$ cat src/rtl/mux4_arb_pkg.sv
// mux4_arb_pkg: shared types and sizes for the 4-way round-robin mux arbiter
package mux4_arb_pkg;
  localparam int NUM_REQ = 4;
  typedef enum logic {IDLE, GRANT} arb_state_t;
  typedef logic [1:0] owner_t;
endpackage

$ cat src/rtl/rr_pick4.sv
// rr_pick4: first set request bit scanning upward (mod 4) from start
module rr_pick4
  import mux4_arb_pkg::*;
(
  input  logic [NUM_REQ-1:0] req,
  input  owner_t             start,
  output logic               found,
  output owner_t             idx
);
  always_comb begin
    found = 1'b0;
    idx   = start;
    for (int k = NUM_REQ - 1; k >= 0; k--) begin
      if (req[start + owner_t'(k)]) begin
        found = 1'b1;
        idx   = start + owner_t'(k);
      end
    end
  end
endmodule

$ cat src/rtl/mux4_rr_arbiter.sv
// mux4_rr_arbiter: round-robin owner of a shared 4:1 mux; define GRANT_TIMEOUT_EN
// to preempt an owner after HOLD_MAX consecutive cycles when others are waiting.
module mux4_rr_arbiter
  import mux4_arb_pkg::*;
#(
  parameter int DW       = 3,
  parameter int HOLD_MAX = 4
) (
  input  logic               clk,
  input  logic               rst,
  input  logic [NUM_REQ-1:0] req,
  input  logic [DW-1:0]      i0,
  input  logic [DW-1:0]      i1,
  input  logic [DW-1:0]      i2,
  input  logic [DW-1:0]      i3,
  output logic [NUM_REQ-1:0] gnt,
  output logic               s1,
  output logic               s0,
  output logic [DW-1:0]      y,
  output logic               y_valid
);
  arb_state_t state, state_n;
  owner_t     sel, last_owner, idx;
  logic       found, keep, take, expire;
  rr_pick4 u_pick (
    .req  (req),
    .start(last_owner + owner_t'(1)),
    .found(found),
    .idx  (idx)
  );
`ifdef GRANT_TIMEOUT_EN
  localparam int CW = $clog2(HOLD_MAX + 1);
  logic [CW-1:0] cnt;
  assign expire = (cnt == CW'(HOLD_MAX)) && |(req & ~gnt);
  always_ff @(posedge clk) begin
    if (rst) cnt <= '0;
    else if (take) cnt <= CW'(1);
    else if (keep && cnt != CW'(HOLD_MAX)) cnt <= cnt + CW'(1);
  end
`else
  assign expire = 1'b0;
`endif
  // last_owner equals sel after any grant; it differs only out of reset so 0 wins first
  always_comb begin
    keep    = (state == GRANT) && req[sel] && !expire;
    take    = !keep && found;
    state_n = (keep || take) ? GRANT : IDLE;
  end
  always_ff @(posedge clk) begin
    if (rst) state <= IDLE;
    else state <= state_n;
  end
  always_ff @(posedge clk) begin
    if (rst) begin
      gnt        <= '0;
      sel        <= 2'd0;
      last_owner <= 2'd3;
    end else if (take) begin
      gnt        <= 4'b0001 << idx;
      sel        <= idx;
      last_owner <= idx;
    end else if (!keep) begin
      gnt <= '0;
    end
  end
  assign s1      = sel[1];
  assign s0      = sel[0];
  assign y_valid = (state == GRANT);
  assign y       = !y_valid ? '0 : sel[1] ? (sel[0] ? i3 : i2) : (sel[0] ? i1 : i0);
endmodule

$ cat config.mk
export PLATFORM = sky130hd
export DESIGN_NAME = mux4_rr_arbiter
export DESIGN_NICKNAME = d
export VERILOG_FILES = /design/src/rtl/mux4_arb_pkg.sv /design/src/rtl/rr_pick4.sv /design/src/rtl/mux4_rr_arbiter.sv
export SDC_FILE = /design/constraint.sdc
export NUM_CORES = 1
export LEC_CHECK = 0
export ABC_AREA = 1
export BUFFER_PORTS_ARGS = -buffer_cell sky130_fd_sc_hd__buf_2
export CAP_MARGIN = 20
export CORE_AREA = 2 2 46 48
export DETAILED_ROUTE_END_ITERATION = 10
export DIE_AREA = 0 0 48 50
export HOLD_SLACK_MARGIN = 0.1
export PLACE_DENSITY = 0.64
export SYNTH_ARGS = -nofsm -noshare
export SYNTH_HDL_FRONTEND = slang
export SYNTH_SLANG_ARGS = --single-unit
export TNS_END_PERCENT = 20
$ cat constraint.sdc
create_clock -name clk -period 1.66 [get_ports clk]
set_input_delay 0.332 -clock clk [delete_from_list [all_inputs] [get_ports clk]]
set_output_delay 0.332 -clock clk [all_outputs]
set_load 0.01 [all_outputs]
# After elaboration in Yosys (flattened, before gate mapping)
# Cells that the tools add are included.
# Widths: inputs -> output; s select.
[classes]
mux = 25
mul = 0
n_lt_le_gt_ge = 5
n_bitwise = 0
add_sub_neg = 4
n_reduce_logical = 4
eq_ne = 1
div = 0
n_shift = 1
[op_table]
columns = ["cell", "count"]
rows = [
  ["$lt 2x3->1 const B", 5],
  ["$mux 3", 4],
  ["$bmux 1 s2", 5],
  ["$mux 1", 10],
  ["$mux 2", 4],
  ["$mux 4", 2],
  ["$add 2x1->2 const B", 2],
  ["$add 2x2->2 const B", 2],
  ["$shl 1x2->4 const A", 1],
  ["$logic_and 1x1->1", 2],
  ["$ne 2x1->1 const B", 1],
  ["$logic_not 1->1", 1],
  ["$logic_or 1x1->1", 1],
]
[totals]
out_inout_bits = 10
mem_count = 0
mem_bits_rw = 0
in_bits = 18
romBits = 0
latch_bits = 0
wordCells = 44
ff_bits = 9

# Depth between registers and ports, before layout
[depth]
word_depth = 11
mapped_depth = 14
mapped_depth_nobuf = 13

# By module
# Synthesis repeated with hierarchy kept, for this count alone.
[unflattened]
hier_cells = 134
area_unflattened_um2 = 780.7
[modules_own_cells]
columns = ["mod", "area_each_um2", "instances", "cells_per_inst", "seq_area_each_um2"]
rows = [
  ["mux4_rr_arbiter", 546.8, 1, 81, 180.2],
  ["rr_pick4", 234.0, 1, 53, 0.0],
]

# Least setup slack after synthesis
# Ideal clock, no wire load.
[synth_path]
kind = "register -> register"
startpoint = "register sel[0]"
endpoint = "register last_owner[1]"
t_arrival_ns = 1.330
n_path_buf = 1
setup_ns = 0.126
period_less_slack_ns = 1.455
stages_incl_launch_ff = 11
t_required_ns = 1.534
slack_ns = 0.205
path_cell_list = "dfxtp_1 -> buf_4 -> inv_2 -> a21oi_1 -> o21ai_1 -> a21oi_2 -> inv_2 -> nand2_2 -> inv_2 -> nand2_1 -> o211ai_1"
[synth_via]
elab_chain_cells = 5
[synth_lines]
columns = ["item", "line", "rtl"]
rows = [
  ["from (decl)", "mux4_rr_arbiter.sv:23", "owner_t sel, last_owner, idx;"],
  ["from (signal assigned)", "mux4_rr_arbiter.sv:60", "sel <= idx;"],
  ["$bmux 1 s2", "mux4_rr_arbiter.sv:45", "keep = (state == GRANT) && req[sel] && !expire;"],
  ["$mux 1 (not written as such)", "mux4_rr_arbiter.sv:45", ""],
  ["$logic_and 1x1->1", "mux4_rr_arbiter.sv:45", ""],
  ["$logic_not 1->1", "--", ""],
  ["$logic_and 1x1->1", "mux4_rr_arbiter.sv:46", "take = !keep && found;"],
  ["to (signal assigned)", "mux4_rr_arbiter.sv:61", "last_owner <= idx;"],
  ["to (decl)", "mux4_rr_arbiter.sv:23", ""],
]
# No other way between the ends. The select of a mux whose other input is x is not followed.
# A chain may end at the register's enable or synchronous reset.

# Worst setup path in the final report
[layout_path]
startpoint = "register last_owner[0]"
endpoint = "register last_owner[1]"
[layout_via]
elab_chain_cells = 9
elab_cells_between_ends = 21
cone_classes = "add/sub: 4; mux: 16; reduce/logical: 1"
[layout_lines]
columns = ["item", "line", "rtl"]
rows = [
  ["$add 2x1->2 (*)", "mux4_rr_arbiter.sv:27", ".start(last_owner + owner_t'(1)),"],
  ["$add 2x2->2", "rr_pick4.sv:14, rr_pick4.sv:16", ""],
  ["$bmux 1 s2", "rr_pick4.sv:14", "if (req[start + owner_t'(k)]) begin"],
  ["$mux 1 (not written as such)", "rr_pick4.sv:14", ""],
  ["$mux 1 (4 in series)", "rr_pick4.sv:14", ""],
  ["$logic_and 1x1->1", "mux4_rr_arbiter.sv:46", ""],
]
# Mark *: on every way between the ends. The rest lies on a longest branch, timed or not. The select of a mux whose other input is x is not followed.

==> impl_metrics.yaml <==
run_status:
  outcome: "finished, final reports clean"
drt:
  routed_wl_um: 1860
  drt.antenna.violating_nets: 0
  drc: 0
  vias_per_cell: 4.72
  drt_first_pass_iters: 4
  wire_per_inst_um: 10.4
  dr_total_vias: 844
  dr.first_iter.drc_count: 18
logic_synthesis:
  synthTopCellsByArea: "dfxtp_1 25%, nand2_1 18%, a21oi_1 8.4%, nand2_2 7.0%, nor2_1 6.8%"
  yosysUniqueCellTypes: 20
  yosysWarnings: 0
  syn_nets: 140
  synth_edf_count: 0
  synth_top_cells_by_count: "34 x nand2_1, 13 x nor2_1, 12 x a21oi_1"
  synth_top_cell_area_share: 0.253
  synthCells: 122
  syn_area_per_cell_um2: 5.85
  async_flop_share: 0
  synth_flop_cell: "dfxtp_1"
  synth.most_common_cell: "nand2_1"
  yosysTopAreaCell: "dfxtp_1"
  ys_seq_area_frac: 0.253
  ys_seq_elements: 9
  synth_area_um2: 713
critical_path:
  r2r-end: "last_owner[1]$_SDFFE_PP1P_"
  r2r-start: "last_owner[0]$_SDFFE_PP1P_"
  cp_max_fo: 9
  r2r_cells: 11
  arrival_ps: 1680
  r2r_slack_ps: 120
  path_class: "flop to flop"
  worst_setup_path_start_kind: "flop"
  startpoint: "last_owner[0]$_SDFFE_PP1P_"
  worstPathRequired_ps: 1800
  end_kind: "flop"
sta:
  max_freq_mhz: 649
  finClkSkew_ps: 0.239
  setup_ws_ps: 120
  setup_viol: 0
  fin_hold_ws_ps: 337
  period_share: 0.928
  final-max-slew-violation-count: 0
  period_needed_ps: 1540
  relSlewSlack: 0.855
  hold_viol_final: 0
  worstMarginPinSlew_ps: 216
min_path:
  hold_path.class: "input port to flop"
  hp-start: "rst"
  hold_path_depth: 2
  hold_path_end: "sel[1]$_SDFFE_PP0P_"
clock_tree:
  path_clk_slew_ps: 60
  clk_latency_ps: 260
  post_cts_buffers: 0
  hold_buffers: 0
  clockBufferDepth: 2
  cts_sinks: 9
  htree_levels: 1
  clockRootBuffer: "clkbuf_4"
  cts_tree: "yes"
  cts_buffers: 3
global_routing:
  antenna_found_initial: 0
  grt_pass1_wl_um: 2720
  grt_max_degree: 12
  grt_pass1_vias: 721
  grt_use_total: 0.158
  grt_remaining_overflow: 0
placed_design:
  pre_cts_slack_ps: 61.5
  gp_congestion: 0.768
  portBuffers: 27
  dp_hpwl_um: 1440
  dpl-instance-area_um2: 887
floorplan:
  row_count: 16
  die_w_um: 48
  ioPinCount: 28
  die_h_um: 50
  die_area_um2: 2400
  initial_utilization: 0.375
  core_um2: 1900
power:
  power.total_mw: 1.81
  p_per_area_nw_per_um2: 1920
  vdd_drop_max_uv: 869
  p_leak_nw: 0.497
flow_run:
  maxCapViolations: 0
cells_and_area:
  fill_cells: 197
  layout-drive-gt1-share: 0.401
  post-route-cell-area_um2: 941
  syn_to_final_growth_pct: 31.9
  antenna_cells: 0
  final_nets: 171
  multi_input_area_um2: 463
  seq_area_um2: 186
==> timing repair <==
item | 4_1_cts | 5_1_grt
pin swaps | 0 | 1
resized for setup | 1 | 9
setup endpoints to repair | 3 | 9
==> worst max-delay path by stage <==
stage | end | slack (ps) | depth (start not counted)
finish | last_owner[1]$_SDFFE_PP1P_ | 120 | 11
global route | gnt[3]$_SDFFE_PP0P_ | -10 | 14
CTS | y[0] | 40 | 5
detailed placement | last_owner[1]$_SDFFE_PP1P_ | 60 | 11
global placement | sel[0]$_SDFFE_PP0P_ | 110 | 11
floorplan | last_owner[1]$_SDFFE_PP1P_ | 200 | 10
==> cells in the final DEF (no fill, tap or decap), types with 8 or more instances in the layout <==
cell type / synthesis / routed
a21oi_1: 12 / 9
buf_2: 0 / 27
inv_1: 10 / 10
nand2_1: 34 / 32
nand2_2: 8 / 9
nand3_1: 8 / 8
nor2_1: 13 / 13
o21ai_0: 8 / 8
==> cell families after synthesis <==
group,Yosys count,synth area share
AND/OR/NAND/NOR,65,0.397
AO/OA/AOI/OAI,28,0.223
buffers and inverters,20,0.128
flip-flops,9,0.253
==> power by group <==
group	leakage (nW)	total [mW]	internal, mW	switching (mW)
combinational	0.407	1.23	0.455	0.776
sequential	0.0752	0.404	0.315	0.0890
clock	0.0150	0.171	0.0928	0.0784
total	0.497	1.81	0.863	0.943
==> flip-flops by register name, indices dropped and copies added (netlist names) <==
| register | count |
|---|---|
| y_valid | 1 |
| last_owner | 2 |
| gnt | 4 |
| sel | 2 |
==> critical path: stages (launching register included) <==
cell	delay (ps)
dfxtp_1	320
buf_12	140
inv_6	70
nand2_2	50
nand2_2	110
nand2_2	80
a21oi_2	180
nand3_2	120
nand2_4	100
inv_2	60
nand2_1	90
o211ai_1	80
==> area by class of cell <==
type | instances | area share
clock buffer | 4 | 0.0279
inverter | 17 | 0.0731
multi-input combinational | 93 | 0.492
sequential | 9 | 0.198
tap | 27 | 0.0359
timing repair buffer | 29 | 0.173
==> routing by layer <==
metal  vias up  wire length [um]  track usage
met5         -                 0            0
li1        451                 -            -
met4         0                17       0.0541
met3         2               131       0.0440
met2        35               898        0.282
met1       356               809        0.167
==> per-stage QoR <==
| stage | TNS, ps | util | instances |
|---|---|---|---|
| after global routing | -13.3 | 0.495 | 179 |
| after global placement | 0 | 0.466 | 175 |
| after floorplan | 0 | - | 122 |
| after CTS | 0 | 0.481 | 179 |
| after detailed placement | 0 | 0.466 | 175 |
| final | 0 | 0.495 | 179 |
(Power assumes the default switching activity.)
